--- src/rtl/lcm_pkg.sv ---
// rtl/lcm_pkg.sv - shared types and widths for the sequential LCM stage
package lcm_pkg;

    localparam int W     = 7;            // operand width, matches the upstream GCD block
    localparam int LCM_W = 2 * W;        // result width
    localparam int CNT_W = $clog2(W + 1); // step-counter width

    typedef enum logic [1:0] {
        IDLE = 2'd0,
        DIV  = 2'd1,
        MUL  = 2'd2,
        DONE = 2'd3
    } state_t;

endpackage

--- src/rtl/restoring_div_seq.sv ---
// rtl/restoring_div_seq.sv - W-cycle unsigned restoring divider, MSB first
//
// Ports:
//   clk, rst   clock, synchronous active-high reset
//   start      load dividend/divisor and clear quotient, remainder and step count
//   dividend   W-bit unsigned dividend
//   divisor    W-bit unsigned divisor (non-zero when start is asserted)
//   done       high during the cycle in which the final step is taken
//   quotient   W-bit quotient, valid while done is high
//   remainder  W+1-bit remainder, valid while done is high
module restoring_div_seq
    import lcm_pkg::*;
(
    input  logic           clk,
    input  logic           rst,
    input  logic           start,
    input  logic [W-1:0]   dividend,
    input  logic [W-1:0]   divisor,
    output logic           done,
    output logic [W-1:0]   quotient,
    output logic [W:0]     remainder
);

    logic [W:0]       rem_q;
    logic [W-1:0]     quo_q;
    logic [W-1:0]     dvd_q;
    logic [W-1:0]     dvs_q;
    logic [CNT_W-1:0] cnt_q;
    logic             busy_q;

    logic [W+1:0]     trial;
    logic             fits;
    logic [W:0]       rem_nxt;
    logic [W-1:0]     quo_nxt;

    // One restoring step: bring in the next dividend bit, subtract if it fits.
    always_comb begin
        trial   = {rem_q, dvd_q[W-1]};
        fits    = trial >= {2'b00, dvs_q};
        rem_nxt = (W + 1)'(fits ? trial - {2'b00, dvs_q} : trial);
        quo_nxt = W'({quo_q, fits});
    end

    // The last step is presented combinationally so the caller can decide on
    // the same edge that would otherwise register it.
    assign done      = busy_q && (cnt_q == CNT_W'(W - 1));
    assign quotient  = quo_nxt;
    assign remainder = rem_nxt;

    always_ff @(posedge clk) begin
        if (rst) begin
            rem_q  <= '0;
            quo_q  <= '0;
            dvd_q  <= '0;
            dvs_q  <= '0;
            cnt_q  <= '0;
            busy_q <= 1'b0;
        end else if (start) begin
            rem_q  <= '0;
            quo_q  <= '0;
            dvd_q  <= dividend;
            dvs_q  <= divisor;
            cnt_q  <= '0;
            busy_q <= 1'b1;
        end else if (busy_q) begin
            rem_q  <= rem_nxt;
            quo_q  <= quo_nxt;
            dvd_q  <= dvd_q << 1;
            cnt_q  <= cnt_q + 1'b1;
            if (done) begin
                busy_q <= 1'b0;
            end
        end
    end

endmodule

--- src/rtl/lcm_seq.sv ---
// rtl/lcm_seq.sv - multi-cycle LCM = (a / gcd) * b with valid/ready on both sides
//
// Ports:
//   clk, rst             clock, synchronous active-high reset
//   a, b, gcd            W-bit operand triple, sampled on the accept edge
//   in_valid, in_ready   input handshake (in_ready only in IDLE)
//   lcm                  2W-bit result, held while out_valid
//   err                  gcd is zero or does not divide a
//   out_valid, out_ready output handshake
module lcm_seq
    import lcm_pkg::*;
(
    input  logic             clk,
    input  logic             rst,
    input  logic [W-1:0]     a,
    input  logic [W-1:0]     b,
    input  logic [W-1:0]     gcd,
    input  logic             in_valid,
    output logic             in_ready,
    output logic [LCM_W-1:0] lcm,
    output logic             err,
    output logic             out_valid,
    input  logic             out_ready
);

    state_t           state_q, state_d;

    logic             bypass_zero;
    logic             bypass_err;
    logic             div_start;
    logic             div_done;
    logic [W-1:0]     div_quo;
    logic [W:0]       div_rem;

    logic [LCM_W-1:0] acc_q;
    logic [LCM_W-1:0] mc_q;   // b, shifted left one place per step
    logic [W-1:0]     mq_q;   // quotient, shifted right one place per step
    logic [CNT_W-1:0] cnt_q;
    logic [LCM_W-1:0] acc_nxt;
    logic             mul_last;

    assign bypass_zero = (a == '0) || (b == '0);
    assign bypass_err  = !bypass_zero && (gcd == '0);
    assign acc_nxt     = acc_q + (mq_q[0] ? mc_q : '0);
    assign mul_last    = (cnt_q == CNT_W'(W - 1));

    assign in_ready  = (state_q == IDLE);
    assign out_valid = (state_q == DONE);

    restoring_div_seq u_div (
        .clk       (clk),
        .rst       (rst),
        .start     (div_start),
        .dividend  (a),
        .divisor   (gcd),
        .done      (div_done),
        .quotient  (div_quo),
        .remainder (div_rem)
    );

    always_comb begin
        state_d   = state_q;
        div_start = 1'b0;
        case (state_q)
            IDLE: begin
                if (in_valid) begin
                    if (bypass_zero || bypass_err) begin
                        state_d = DONE;
                    end else begin
                        div_start = 1'b1;
                        state_d   = DIV;
                    end
                end
            end
            DIV: begin
                if (div_done) begin
                    state_d = (div_rem != '0) ? DONE : MUL;
                end
            end
            MUL: begin
                if (mul_last) begin
                    state_d = DONE;
                end
            end
            DONE: begin
                if (out_ready) begin
                    state_d = IDLE;
                end
            end
            default: state_d = IDLE;
        endcase
    end

    always_ff @(posedge clk) begin
        if (rst) begin
            state_q <= IDLE;
            lcm     <= '0;
            err     <= 1'b0;
            acc_q   <= '0;
            mc_q    <= '0;
            mq_q    <= '0;
            cnt_q   <= '0;
        end else begin
            state_q <= state_d;
            case (state_q)
                IDLE: begin
                    if (in_valid) begin
                        lcm  <= '0;
                        err  <= bypass_err;
                        mc_q <= {{W{1'b0}}, b};
                    end
                end
                DIV: begin
                    if (div_done) begin
                        if (div_rem != '0) begin
                            lcm <= '0;
                            err <= 1'b1;
                        end
                        mq_q  <= div_quo;
                        acc_q <= '0;
                        cnt_q <= '0;
                    end
                end
                MUL: begin
                    acc_q <= acc_nxt;
                    mc_q  <= mc_q << 1;
                    mq_q  <= mq_q >> 1;
                    cnt_q <= cnt_q + 1'b1;
                    if (mul_last) begin
                        lcm <= acc_nxt;
                        err <= 1'b0;
                    end
                end
                default: ;
            endcase
        end
    end

endmodule
--- config.mk ---
export PLATFORM = sky130hd
export DESIGN_NAME = lcm_seq
export DESIGN_NICKNAME = d
export VERILOG_FILES = /design/src/rtl/lcm_pkg.sv /design/src/rtl/restoring_div_seq.sv /design/src/rtl/lcm_seq.sv
export SDC_FILE = /design/constraint.sdc
export NUM_CORES = 1
export LEC_CHECK = 0
export CAP_MARGIN = 20
export CORE_ASPECT_RATIO = 1.75
export CORE_MARGIN = 1
export CORE_UTILIZATION = 35
export CTS_BUF_LIST = sky130_fd_sc_hd__clkbuf_2 sky130_fd_sc_hd__clkbuf_4 sky130_fd_sc_hd__clkbuf_8
export DETAILED_ROUTE_END_ITERATION = 12
export GPL_TIMING_DRIVEN = 1
export PLACE_DENSITY = 0.53
export SYNTH_ARGS = -nofsm -noshare
export SYNTH_HDL_FRONTEND = slang
export SYNTH_SLANG_ARGS = --single-unit
--- constraint.sdc ---
create_clock -name clk -period 2.48 [get_ports clk]
set_input_delay 0.372 -clock clk [delete_from_list [all_inputs] [get_ports clk]]
set_output_delay 0.372 -clock clk [all_outputs]
set_load 0.01 [all_outputs]
==> results.sh <==
export IMPL_status="completed"
export IMPL_ys_ff_latch=87
export IMPL_place_congestion=0.874
export IMPL_crit_reg2reg_launch="u_div.dvd_q[6]"
export IMPL_fin_util=0.467
export IMPL_cp_required_ns=2.70
export IMPL_critPathMaxStageDelay_ns=0.35
export IMPL_coreArea_um2=13900
export IMPL_cts_root_buf="clkbuf_8"
export IMPL_place_ws_ns=-0.297
export IMPL_path_clk_slew_ns=0.09
export IMPL_hold_class="primary input to register"
export IMPL_p_leak_nw=2.50
export IMPL_yosysUniqueCellTypes=59
export IMPL_hold_viol=0
export IMPL_netlist_top_cells_area="dfxtp_1, mux2i_1, ha_1"
export IMPL_p_sw_frac=0.416
export IMPL_slew_headroom=0.458
export IMPL_finalCriticalPeriod_ns=2.44
export IMPL_cp_slowest_cell="fa_2"
export IMPL_fill_cells=1385
export IMPL_grt_use_total=0.194
export IMPL_synthToLayoutAreaGrowth_pct=30.5
export IMPL_finalWirelength_um=14000
export IMPL_cts_buffers=9
export IMPL_yosys_warnings=0
export IMPL_ys_flop_type="dfxtp_1"
export IMPL_antenna_found_initial=0
export IMPL_cts_buffer_depth=2
export IMPL_die_height_um=160
export IMPL_post_drt_wl_per_cell_um=16.3
export IMPL_drc=0
export IMPL_clock_sinks=87
export IMPL_rr_worst_depth=12
export IMPL_avgSynthCellArea_um2=8.47
export IMPL_cap_violations=0
export IMPL_worstPathArrival_ns=2.66
export IMPL_ant_nets=0
export IMPL_drive_gt1_frac=0.235
export IMPL_hold_start="rst"
export IMPL_grt_pass1_wl_um=22400
export IMPL_synth_top_area_share=0.350
export IMPL_antenna_diode_count=0
export IMPL_vdd_drop_max_v=0.000484
export IMPL_power_share_clock=0.147
export IMPL_worstSkewPairLatency_ns=0.37
export IMPL_ioPinCount=42
export IMPL_grt_ovfl_total=0
export IMPL_via_per_inst=5.26
export IMPL_row_count=57
export IMPL_finalSetupViolCount=0
export IMPL_power_switching_w=0.00269
export IMPL_worstSetupEndpointType="register"
export IMPL_die_area_um2=14700
export IMPL_grt_max_degree=68
export IMPL_crit_fanout=5
export IMPL_start_kind="register"
export IMPL_vias=4519
export IMPL_start_util=0.357
export IMPL_holdPathStages=4
export IMPL_slew_violations=0
export IMPL_seqPwrFrac=0.278
export IMPL_internal_power_w=0.00377
export IMPL_timing_final_ws_setup_ns=0.0386
export IMPL_grt_pass1_vias=4510
export IMPL_regArea_um2=1750
export IMPL_synth_top_cell_by_area="dfxtp_1"
export IMPL_drt_iter0_drc=156
export IMPL_powerDensity_nw_per_um2=996
export IMPL_min_to="state_q[0]"
export IMPL_finClkSkew_ns=0.0163
export IMPL_syn_nets=642
export IMPL_synthCells=587
export IMPL_cts_tree="yes"
export IMPL_multiInputGateArea_um2=3270
export IMPL_drtPass1Iterations=4
export IMPL_tightest_slew_ns=0.813
export IMPL_dpl_hpwl_um=10700
export IMPL_netlist_area_um2=4970
export IMPL_path_class="register to register"
export IMPL_crit_chain="inv_2 > ha_4 > fa_2 > buf_6 > xor2_4 > nand3_2 > nor4_4 > buf_4 > nand4_1 > buf_4 > nand4_1 > a21oi_2"
export IMPL_nets=732
export IMPL_max_freq_mhz=410
export IMPL_r2r_end="lcm[6]"
export IMPL_die_width_um=92.1
export IMPL_r2r_setup_slack_ns=0.04
export IMPL_synth_edff_count=0
export IMPL_port_buffers=41
export IMPL_combinationalPowerShare=0.575
export IMPL_period_share=0.984
export IMPL_ys_seq_area_frac=0.350
export IMPL_htree_levels=3
export IMPL_async_flop_share=0
export IMPL_rsz0062_at_grt="yes"
metrics by stage:
step                cells  hold WS (ns)  cell area (µm²)  power (W)  TNS (ns)
finish                859         0.434             6490    0.00646         0
detailed placement    840         0.454             6040    0.00527     -4.65
global route          859         0.436             6490    0.00691    -0.745
CTS                   857         0.424             6310    0.00636         0
global placement      840         0.445             6040    0.00521     -3.40
floorplan             587         0.436             4990    0.00382         0
layout by cell type, fill, tap and decap left out, types with 4 or more instances in the layout:
master           count
ha_4                 5
nand4_1              9
xnor2_1              5
and2_1              14
o21ai_1             10
clkbuf_8            10
o211ai_1             4
clkdlybuf4s50_1     40
a211oi_1            26
nand2b_1             8
inv_1               17
nor2b_1              7
dfxtp_2              4
o21ai_0              9
nand2_1             45
ha_1                20
o21ai_2             13
dfxtp_1             83
buf_12               4
a21o_1               7
nor2_1              75
xor2_1               6
nand3_1             16
mux2i_1             43
a22oi_1              8
a21oi_1             32
a21oi_2             15
buf_4               64
nor3_1               7
routing by layer:
metal | vias up | share of wire | track usage
li1 | 2277 | - | -
met1 | 2170 | 0.37 | 0.186
met3 | 15 | 0.018 | 0.0248
met4 | 0 | 0.024 | 0.0739
met5 | - | 0 | 0
met2 | 57 | 0.59 | 0.400
kinds of logic after synthesis:
logic type	Yosys count	synth area share
multiplexers	45	0.0909
flip-flops	87	0.350
buffers and inverters	51	0.0418
XOR/XNOR	14	0.0247
AND/OR/NAND/NOR	211	0.205
AO/OA/AOI/OAI	149	0.209
adder cells (fa/ha/maj)	30	0.0785
cell usage after synthesis (2+ instances only):
cell      number
nor3b_1        2
nand2_1       45
nand4_1        9
nand3b_1       3
a22oi_1        8
a21o_1         7
o311ai_1       2
nand3_1       18
buf_2          4
a211oi_1      28
buf_1          4
a31oi_1        3
ha_1          28
and2_1        14
nand4b_1       2
fa_1           2
mux2i_1       44
nor2b_1        7
or4_1          2
o21a_1         2
o21ai_0       14
xor2_1         7
inv_1         18
nor4_1         2
o211ai_1       4
and3_1         3
a21oi_2       10
xnor2_1        7
a2111o_1       2
a21boi_0       2
o21ai_1        8
dfxtp_1       87
a221oi_1       2
or3_1          4
nor3_1         7
a21oi_1       37
nor2_1        78
nand2b_1       9
clkbuf_1      23
o21ai_2       10
power groups by stage:
stage	clock network (W)	registers (W)	logic, W
2_1_floorplan	0	0.00178	0.00205
3_3_place_gp	0	0.00181	0.00340
3_5_place_dp	0	0.00182	0.00345
4_1_cts	0.000975	0.00179	0.00359
5_1_grt	0.00104	0.00183	0.00404
6_report	0.000947	0.00180	0.00372
registers in the layout, summed over array words and instances (netlist names), 3 cells and up:
register	count
acc_q	14
lcm	14
mc_q	14
u_div.rem_q	8
mq_q	7
u_div.dvd_q	7
u_div.dvs_q	7
u_div.quo_q	6
cnt_q	3
u_div.cnt_q	3
critical path: cells and delay by family, from the launching register on:
kind / cells / cell delay [ns]
AO/OA/AOI/OAI: 1 / 0.06
XOR/XNOR: 1 / 0.16
adder cells (fa/ha/maj): 2 / 0.50
buffers and inverters: 4 / 0.55
flip-flops: 1 / 0.34
AND/OR/NAND/NOR: 4 / 0.69
timing repair:
action,in CTS,in global routing
pin swaps,6,15
setup buffers,1,2
gates resized for setup,13,41
hold buffers,0,0
endpoints found under the hold margin,0,0
gates cloned,0,1
setup endpoints to repair,15,22
final cells by class:
type	instances	area share
clock buffer	10	0.0212
clock inverter	6	0.00675
inverter	18	0.0104
multi-input combinational	449	0.504
sequential	87	0.269
tap	177	0.0341
timing repair buffer	112	0.154
worst max path at each step:
stage                         startpoint             end  depth (start not counted)
after detailed placement            b[3]  u_div.dvd_q[6]                          9
after CTS                 u_div.dvs_q[2]             err                         12
final                     u_div.dvd_q[6]          lcm[6]                         12
after global placement              b[3]  u_div.dvd_q[6]                          9
after floorplan           u_div.dvd_q[6]          lcm[2]                         11
after global routing      u_div.dvd_q[6]          lcm[6]                         12
(Power assumes the default switching activity.)
